==> src/rtl/dtr_pipe.sv <==
// dtr_pipe: WDT x DEPTH register pipeline with valid/ready flow control, bubble collapse,
// occupancy count and global freeze (EN). Optional FLUSH input when DTR_PIPE_FLUSH_EN is defined.
module dtr_pipe #(
    parameter int WDT   = 7,
    parameter int DEPTH = 3
) (
    input  logic                         CLK,
    input  logic                         RST,
    input  logic                         EN,
    input  logic                         in_valid,
    input  logic [WDT-1:0]               in_data,
    output logic                         in_ready,
    output logic                         out_valid,
    output logic [WDT-1:0]               out_data,
    input  logic                         out_ready,
    output logic [$clog2(DEPTH+1)-1:0]   count
`ifdef DTR_PIPE_FLUSH_EN
    ,
    input  logic                         FLUSH
`endif
);

    localparam int CW = $clog2(DEPTH+1);
    localparam logic [CW-1:0] CNT_ONE = CW'(1);

    // Handshake: a word crosses an interface at a rising CLK edge where valid and ready
    // are both high; in_ready never depends on in_valid, and out_valid never on out_ready.

    logic [DEPTH-1:0] vld;
    logic [WDT-1:0]   dat     [DEPTH];
    logic [DEPTH-1:0] adv;
    logic [DEPTH-1:0] src_vld;
    logic [WDT-1:0]   src_dat [DEPTH];
    logic             stall_chain;
    logic             flush;
    logic             xfer_in;
    logic             xfer_out;

`ifdef DTR_PIPE_FLUSH_EN
    assign flush = EN & FLUSH;
`else
    assign flush = 1'b0;
`endif

    // A stage advances unless it and every stage after it are full and the sink stalls;
    // this is the unrolled form of adv[i] = EN & (~vld[i] | adv[i+1]).
    always_comb begin
        stall_chain = ~out_ready;
        adv         = '0;
        for (int i = DEPTH - 1; i >= 0; i--) begin
            stall_chain = stall_chain & vld[i];
            adv[i]      = EN & ~stall_chain;
        end
    end

    always_comb begin
        src_vld    = '0;
        src_vld[0] = in_valid;
        src_dat[0] = in_data;
        for (int i = 1; i < DEPTH; i++) begin
            src_vld[i] = vld[i-1];
            src_dat[i] = dat[i-1];
        end
    end

    assign in_ready  = adv[0] & ~RST & ~flush;
    assign out_valid = vld[DEPTH-1] & EN & ~flush;
    assign out_data  = dat[DEPTH-1];
    assign xfer_in   = in_valid & in_ready;
    assign xfer_out  = out_valid & out_ready;

    always_ff @(posedge CLK or posedge RST) begin
        if (RST) begin
            vld   <= '0;
            count <= '0;
            for (int i = 0; i < DEPTH; i++) begin
                dat[i] <= '0;
            end
        end else if (flush) begin
            vld   <= '0;
            count <= '0;
        end else begin
            for (int i = 0; i < DEPTH; i++) begin
                if (adv[i]) begin
                    vld[i] <= src_vld[i];
                    if (src_vld[i]) begin
                        dat[i] <= src_dat[i];
                    end
                end
            end
            case ({xfer_in, xfer_out})
                2'b10:   count <= count + CNT_ONE;
                2'b01:   count <= count - CNT_ONE;
                default: count <= count;
            endcase
        end
    end

endmodule
==> config.mk <==
export PLATFORM = sky130hd
export DESIGN_NAME = dtr_pipe
export DESIGN_NICKNAME = d
export VERILOG_FILES = /design/src/rtl/dtr_pipe.sv
export SDC_FILE = /design/constraint.sdc
export NUM_CORES = 1
export LEC_CHECK = 0
export ABC_AREA = 1
export CORE_UTILIZATION = 45
export DETAILED_ROUTE_END_ITERATION = 8
export PLACE_DENSITY = 0.71
export SYNTH_ARGS = -nofsm -noshare
export SYNTH_HDL_FRONTEND = slang
export SYNTH_SLANG_ARGS = --single-unit
==> constraint.sdc <==
create_clock -name CLK -period 4.8 [get_ports CLK]
set_clock_uncertainty 0.1 [all_clocks]
set_input_delay 0.48 -clock CLK [delete_from_list [all_inputs] [get_ports CLK]]
set_output_delay 0.48 -clock CLK [all_outputs]
set_load 0.02 [all_outputs]
==> impl_results.rst <==
.. list-table::
   :header-rows: 1

   * - Metric
     - Value
   * - Outcome
     - complete, no violations
   * - Detailed-router iteration count before antenna repair
     - 4
   * - Endpoint with the worst hold slack
     - out_data[4]$_DFFE_PP0P_
   * - Pins Over Slew Limit
     - 0
   * - Overall via count from detail_route
     - 821
   * - Cell count after synthesis
     - between 100 and 150
   * - FFs w/ async S/R, synth
     - 1.000
   * - Hold Path Stages
     - 2
   * - Mapped Area
     - 1211 sq um
   * - Classification of the worst-slack hold path
     - flip-flop to flip-flop
   * - Post-synthesis cell type with the largest combined area
     - dfrtp_1
   * - Initial standard-cell utilization of the core
     - 0.4845
   * - Largest fanout of any net on the critical path
     - 12
   * - TritonCTS buffer count
     - 3
   * - Count of yosys warnings during synthesis
     - 0
   * - Worst Min Path Start
     - out_data[4]$_DFFE_PP0P_
   * - Count of buffers inserted at the top-level ports
     - 22
   * - PD cells
     - 493.7 nW/um^2
   * - Fraction of final layout cells sized beyond drive strength 1
     - 0.1056
   * - Critical Path End Type
     - primary output
   * - Worst hold margin
     - 0.3871 ns
   * - Critical R2R Launch
     - vld[1]$_DFFE_PP0P_
   * - Register-to-register setup slack
     - 2.83 ns
   * - Vert. Die Dim
     - ~54 um
   * - Initial drt markers
     - 18
   * - Pin slew with the least headroom to its limit
     - 0.9530 ns
   * - Worst Setup Path Type
     - input pin to primary output
   * - FP Rows
     - 18
   * - Global route overflow
     - 0
   * - Htree depth
     - 1
   * - Reg2reg path depth
     - 8
   * - Number of enable flip-flop cells after synthesis
     - 0
   * - Floorplan die area
     - slightly below 3000 sq um
   * - Leakage power total
     - 0.7009 nW
   * - Worst-Skew Late Latency
     - 0.33 ns
   * - Final Cycle Share
     - 0.5762
   * - Post-synth top area share
     - 0.5372
   * - Clock slew at the register clock pins of the worst setup and hold paths
     - 0.14 ns
   * - Max-capacitance violation count
     - 0
   * - Top Ports
     - 23
   * - Required time at the worst-slack endpoint
     - 4.22 ns
   * - Most common cell in the netlist
     - nand2_1
   * - Setup slack of the critical path after layout
     - 2.034 ns
   * - Final hold viol count
     - 0
   * - Wire length of the first global-routing pass
     - 3.684 mm
   * - Worst slew margin relative to its limit
     - 0.3640
   * - Achievable frequency
     - ~360 MHz
   * - Post-cts resize count
     - 0
   * - Number of buffers on the longest clock path
     - 2
   * - Worst setup SP type
     - input pin
   * - Post-route minimum period
     - about 2.8 ns
   * - Core Area
     - around 2500 sq um
   * - Via count of the first global-routing pass
     - 868
   * - Count of inserted antenna diode cells
     - 0
   * - Top cell types by occurrence after synthesis
     - nand2_1, dfrtp_1, inv_1
   * - Fillers
     - 218
   * - Top cells by area, synth
     - dfrtp_1, nand2_1, buf_4, inv_1, nand4_1
   * - Data arrival at the endpoint of the critical path
     - 2.19 ns
   * - Number of hold buffers added after CTS
     - 0
   * - Clock sink count
     - 26
   * - Die width
     - around 54 um
   * - All-layer global routing usage
     - 0.1807
   * - Number of remaining DRC errors
     - 0
   * - Post-CTS setup buffer count
     - 0
   * - Synthesis-stage register bit count
     - 26
   * - Number of nets in the layout
     - 156
   * - Area overhead of the layout relative to synthesis
     - 18.70%
   * - Post-Syn Area per Cell
     - ~9.5 sq um
   * - Cell area after layout
     - 1438 sq um
   * - CTS root buf
     - clkbuf_4
   * - Clock tree from TritonCTS
     - yes
   * - Final WL
     - 1.975 mm
   * - Cell variety after synth
     - 22
   * - Synth Net Count
     - between 100 and 150
   * - Initial antenna violation count
     - 0
   * - Top flip-flop cell by instance count after synthesis
     - dfrtp_1
   * - Wirelength per Cell
     - 11.48 um
   * - Portion of the post-synthesis area used by sequential elements
     - 0.5372
   * - Routed via count divided by cell count
     - 4.773
   * - Dpl ws
     - 2.039 ns
   * - Pin count of the biggest net entering global routing
     - 27
   * - Setup repair after global routing missed its margin
     - no
   * - Final sum of negative setup slack
     - 0 ns
   * - Setup Viol. Count Final
     - 0
   * - Peak supply drop
     - about 0.33 mV
   * - GP Congestion
     - 0.7844
   * - Cell area after placement
     - 1385 sq um
   * - Capture instance of the worst register-to-register path
     - count[1]$_DFFE_PP0P_
   * - Detail Route Antenna Nets
     - 0
   * - Half-perimeter wire length after placement
     - 1.462 mm
==> routing by layer <==
layer / routed length (um) / global-route usage
met5: 0 / 0
met4: 11 / 0.03947
met3: 87 / 0.05932
met2: 932 / 0.3107
met1: 944 / 0.2180
==> worst max-delay path, cell delays in order <==
cell and delay, ns:
clkdlybuf4s50_1 0.79, nand2_1 0.14, nor2_1 0.15, clkdlybuf4s50_1 0.62
==> placed cells by master (no fill, tap or decap), types with 3 or more instances in the layout <==
master	n
nand2_1	40
clkbuf_4	3
inv_1	12
dfrtp_1	26
o21ai_0	5
nand4_1	7
nand2_2	3
nand3_1	7
clkdlybuf4s50_1	22
==> where the power goes <==
part | switching (mW) | total [mW] | internal (mW)
clock | 0.0634 | 0.148 | 0.0845
combinational | 0.117 | 0.229 | 0.112
sequential | 0.0501 | 0.333 | 0.283
total | 0.230 | 0.710 | 0.479
==> metrics by stage <==
stage | cells | power [mW] | utilization
after floorplan | 127 | 0.5052 | -
after global placement | 168 | 0.5601 | 0.5541
after detailed placement | 168 | 0.5699 | 0.5541
after CTS | 172 | 0.7207 | 0.5751
after global routing | 172 | 0.7598 | 0.5751
final | 172 | 0.7098 | 0.5751
==> logic make-up (layout without fill, tap and decap cells) <==
group / count (synthesis) / count (layout) / synth area share
simple gates: 64 / 64 / 0.2707
compound gates: 11 / 11 / 0.06095
buf+inv: 23 / 38 / 0.1064
flops: 26 / 26 / 0.5372
fa+ha+maj: 1 / 1 / 0.01033
xor+xnor: 2 / 2 / 0.01447
==> layout make-up <==
type / instances / area, sq um / area share
sequential: 26 / 650.6 / 0.4526
multi-input combinational: 78 / 431.7 / 0.3003
timing repair buffer: 22 / 220.2 / 0.1532
inverter: 12 / 45.04 / 0.03133
tap: 30 / 37.54 / 0.02611
clock inverter: 1 / 30.03 / 0.02089
clock buffer: 3 / 22.52 / 0.01567
==> worst max-delay path by stage <==
stage,start,endpoint,slack (ns),cells after the start
global route,EN,in_ready,1.95,4
global placement,EN,in_ready,2.09,4
CTS,EN,in_ready,2.03,4
floorplan,out_ready,count[1]$_DFFE_PP0P_,2.76,9
detailed placement,EN,in_ready,2.04,4
finish,EN,in_ready,2.03,4
==> sequential cells by signal (all words and copies together), names as in the netlist <==
| name | flops |
|---|---|
| vld | 3 |
| dat | 14 |
| out_data | 7 |
| count | 2 |
No activity file was read; power rests on OpenSTA's default activity.
==> RTL change 1 (config.mk and constraints unchanged) <==
`WDT`: 7 -> 14.
--- a/src/rtl/dtr_pipe.sv
+++ b/src/rtl/dtr_pipe.sv
@@ -1,7 +1,7 @@
 // dtr_pipe: WDT x DEPTH register pipeline with valid/ready flow control, bubble collapse,
 // occupancy count and global freeze (EN). Optional FLUSH input when DTR_PIPE_FLUSH_EN is defined.
 module dtr_pipe #(
-    parameter int WDT   = 7,
+    parameter int WDT   = 14,
     parameter int DEPTH = 3
 ) (
     input  logic                         CLK,
Ports: changed (resized in_data and out_data); port bits go from 23 to 37. No check against the original RTL was run, so the function may have changed too.
==> RTL change 1 against the unedited design <==
Cell area increased by 69%; clock power up 55%; worst setup slack got worse by 0.012 ns; area after synthesis grew 74%; critical endpoint unchanged; wire length is 72% higher; sequential cell count rose by 21; largest cell class unchanged; count of clock-buffer cells in the layout increased by 3; total power increased by 66%.
==> RTL change 1: results (changes against the unedited design) <==
{| class="wikitable"
! Metric !! Value
|-
| Status || finished, final reports clean
|-
| Count of nets after finishing || 266 (+71%)
|-
| Clock-pin slew on the worst setup and hold paths || 0.08 ns (-0.06 ns)
|-
| Final Wtd Congestion || 0.724 (-7.8%)
|-
| Setup slack of the worst register-to-register path || 2.61 ns (-0.22 ns)
|-
| Top fanout value on the critical path || 18 (+6)
|-
| Slowest cell delay on critical path || 0.80 ns
|-
| Maximum clock frequency || 0.360 GHz (-0.43%)
|-
| Highest ir drop seen on vdd || 0.000213 V (-35%)
|-
| Cell type of the slowest stage on the worst timing path || sky130_fd_sc_hd__dfrtp_1
|-
| Initial DRC count || 102 (+84)
|-
| Number of I/O port buffers || 36 (+64%)
|-
| Detailed placer's ending HPWL || 2.34 mm (+60%)
|-
| H-tree level count || 2 (+1)
|-
| Yosys top cell area share || 55.8% (+2.1 points)
|-
| Post-cts gate resize count || 0 (unchanged)
|-
| Top cells by area, synth || sky130_fd_sc_hd__dfrtp_1, sky130_fd_sc_hd__nand2_1, sky130_fd_sc_hd__buf_4
|-
| Number of nets in the synthesized netlist || 248 (+77%)
|-
| Antenna violations before repair || 0 (unchanged)
|-
| First-pass GRT wire length || 6.19 mm (+68%)
|-
| Static Leakage || 1.21 nW (+73%)
|-
| Count of cell types in the netlist || 24 (+9.1%)
|-
| Setup Crit Path Kind || reg2out
|-
| Sequential area share after synthesis || 55.8% (+2.1 points)
|-
| Aggregate global-route resource usage || 16.1% (-2.0 points)
|-
| Number of diodes added for antenna fixing || 0 (unchanged)
|-
| Post-CTS Repair Setup Buffers || 0 (unchanged)
|-
| Synthesized-area fraction occupied by xor and xnor cells || 0.831% (-0.62 points)
|-
| Clock buffers created by TritonCTS || 5 (+2)
|-
| Ys Warns || 0 (unchanged)
|-
| Post-Synth Adder-Cell Area || 0.593% (-0.44 points)
|-
| Number of buffers on the longest clock path || 2 (unchanged)
|-
| Hold Slack || 0.375 ns (-0.0122 ns)
|-
| DR pass1 iterations || 4 (unchanged)
|-
| Number of flip-flops in the largest register || 28 (+14)
|-
| Termination of the worst setup path || in_ready
|-
| Routed length per placed instance || 11.4 um (-0.91%)
|-
| Commonest cells in the synthesized netlist || sky130_fd_sc_hd__nand2_1, sky130_fd_sc_hd__dfrtp_1, sky130_fd_sc_hd__buf_4, sky130_fd_sc_hd__inv_1
|-
| Compound-gate portion of the synthesized area || 4.57% (-1.5 points)
|-
| Worst slack at placement || 2.13 ns (+0.0949 ns)
|-
| Cell chosen for the clock root || sky130_fd_sc_hd__clkbuf_8
|-
| Maximum number of pins on one net before global-route repair || 48 (+78%)
|-
| Number of global-route vias before repair || 1380 (+59%)
|-
| Clk Latency, worst-skew pair || 0.30 ns (-0.03 ns)
|-
| Vias per Instance || 4.75 (-0.57%)
|-
| Actual slew at the worst max-slew pin || 0.699 ns (-0.254 ns)
|-
| Layout cell share with drive strength beyond 1 || 6.88% (-3.7 points)
|}
[RTL change 1: per-layer routing]
layer | GRT usage [%] | routed length, um | share of wire, %
met1 | 21.7 | 1730 | 51
met2 | 24.6 | 1460 | 43
met3 | 4.33 | 144 | 4.2
met4 | 6.67 | 68 | 2.0
met5 | 0 | 0 | 0
[RTL change 1: worst min-delay path by stage]
stage                  from  cells after the start           end
6_report       out_data[10]                      2  out_data[10]
2_1_floorplan       dat[28]                      2       dat[28]
4_1_cts        out_data[12]                      2  out_data[12]
5_1_grt         out_data[6]                      2   out_data[6]
3_3_place_gp    out_data[9]                      2   out_data[9]
3_5_place_dp   out_data[12]                      2  out_data[12]
[RTL change 1: critical path, delay by kind of cell (launching register included)]
kind                   cells  cell delay (ns)
buffers and inverters      1             0.54
flip-flops                 1             0.80
AND/OR/NAND/NOR            3             0.56
[RTL change 1: per-stage QoR]
step                cells  cell area, um2
global route          299            2430
floorplan             228            2110
CTS                   299            2430
global placement      291            2340
detailed placement    291            2340
finish                299            2430
[RTL change 1: layout make-up]
class / instances / area [um2]
clock buffers: 6 / 72.6
clock inverters: 2 / 12.5
fillers: 409 / 1980
inverters: 18 / 67.6
multi-input cells: 136 / 661
flip-flops and latches: 47 / 1180
well taps: 52 / 65.1
repair buffers: 38 / 375
[RTL change 1: logic make-up (layout without fill, tap and decap cells)]
family                   after synthesis  count (layout)
flip-flops                            47              47
XOR/XNOR                               2               2
buffers and inverters                 45              64
AO/OA/AOI/OAI                         17              17
AND/OR/NAND/NOR                      116             116
adder cells (fa/ha/maj)                1               1
[RTL change 1: where the power goes]
group,switching [mW],internal [mW],total [mW]
Combinational,0.190,0.177,0.367
Clock,0.127,0.102,0.229
Sequential,0.0737,0.508,0.582
==> RTL change 2 (config.mk and constraints unchanged) <==
Made on the original files. Make the reset (`RST`) synchronous in one clocked block.
--- a/src/rtl/dtr_pipe.sv
+++ b/src/rtl/dtr_pipe.sv
@@ -69,7 +69,7 @@
     assign xfer_in   = in_valid & in_ready;
     assign xfer_out  = out_valid & out_ready;
 
-    always_ff @(posedge CLK or posedge RST) begin
+    always_ff @(posedge CLK) begin
         if (RST) begin
             vld   <= '0;
             count <= '0;
Formal check against the unedited RTL: differs if RST is asserted again (counterexample within 4 cycles, from zero or initial values and one cycle with RST high); with RST held inactive, the same outputs for 10 cycles.
==> RTL change 2 against the unedited design <==
Count of clock-buffer cells in the layout did not move; sequential cell count did not move; cell area rose by 6.6%; worst setup slack improved by 0.22 ns; area after synthesis rose by 10%; wire length fell by 14%; critical path type unchanged; highest routed layer unchanged.
Power is not compared: it rests on default switching activity, and its combinational part moved more than twofold at a synthesized area within 25%.
==> RTL change 2: results (changes against the unedited design) <==
{| class="wikitable"
! Metric !! Value
|-
| Maximum number of pins on one net before global-route repair || 25 (-7.4%)
|-
| Top fanout value on the critical path || 5 (-7)
|-
| Cell chosen for the clock root || sky130_fd_sc_hd__clkbuf_4
|-
| Worst slack at placement || 2.12 ns (+0.0855 ns)
|-
| Count of cell types in the netlist || 21 (-4.5%)
|-
| Layout cell share with drive strength beyond 1 || 25.9% (+15 points)
|-
| Routed Wire Length || 1.71 mm (-14%)
|-
| Compound-gate portion of the synthesized area || 15.7% (+9.6 points)
|-
| Ys Warns || 0 (unchanged)
|-
| Final cell area excluding filler cells || 1530 um2 (+6.6%)
|-
| Sequential area share after synthesis || 54.7% (+0.96 points)
|-
| Initial DRC count || 8 (-10)
|-
| Count of nets after finishing || 149 (-4.5%)
|-
| Detailed placer's ending HPWL || 1.27 mm (-13%)
|-
| Synth async-reset ratio || 0% (-100 points)
|-
| Multiplexer share of the synthesized area || 0% (unchanged)
|-
| Status || finished, final reports clean
|-
| Number of cells in the design after placement || 162 (-3.6%)
|-
| Commonest cells in the synthesized netlist || sky130_fd_sc_hd__inv_1, sky130_fd_sc_hd__edfxtp_1, sky130_fd_sc_hd__a21oi_2, sky130_fd_sc_hd__nand2_1, sky130_fd_sc_hd__buf_4
|-
| Worst Hold Depth || 1 (-1)
|-
| Clock-pin slew on the worst setup and hold paths || 0.14 ns (about the same)
|-
| Gate count after technology mapping || 120 (-5.5%)
|-
| Synthesized-area fraction occupied by xor and xnor cells || 0% (-1.4 points)
|-
| First-pass GRT wire length || 2.95 mm (-20%)
|-
| Vias per Instance || 4.64 (-2.7%)
|-
| Number of global-route vias before repair || 699 (-19%)
|-
| Post-Synth Adder-Cell Area || 0.936% (-0.097 points)
|-
| Area post-placement || 1480 um2 (+6.9%)
|-
| Post-synth EDFFs || 21 (+21)
|-
| DR pass1 iterations || 3 (-1)
|-
| Number of nets in the synthesized netlist || 133 (-5.0%)
|-
| Routed length per placed instance || 10.3 um (-11%)
|-
| Dominant register cell in the synthesized netlist || sky130_fd_sc_hd__edfxtp_1
|-
| Top cells by area, synth || sky130_fd_sc_hd__edfxtp_1, sky130_fd_sc_hd__a21oi_2, sky130_fd_sc_hd__inv_1
|}
## RTL change 2: layout make-up
cell class                 count  area [um2]
timing repair buffer          22         220
tap                           31        38.8
fill                         243        1250
multi-input combinational     54         379
clock inverter                 1        30.0
clock buffer                   3        22.5
inverter                      29         111
sequential                    26         731
## RTL change 2: routing by layer
layer / up-vias / GRT usage [%] / part of all wire, %
li1: 410 / - / -
met1: 342 / 13.2 / 43
met2: 17 / 22.5 / 52
met3: 2 / 2.07 / 3.8
met4: 0 / 4.18 / 1.2
met5: - / 0 / 0
## RTL change 2: power by group through the flow
stage	registers [mW]	clock network (mW)	logic (mW)
after floorplan	0.266	0	0.0382
after global placement	0.265	0	0.0516
after detailed placement	0.266	0	0.0533
after CTS	0.261	0.151	0.0534
after global routing	0.262	0.157	0.0578
final	0.261	0.149	0.0530
## RTL change 2: worst paths after layout
kind	start	slack, ns	to
min reg2reg	count[1]	0.39	count[1]
max reg2reg	vld[2]	2.81	count[1]
max	EN	2.26	in_ready
min	count[1]	0.39	count[1]
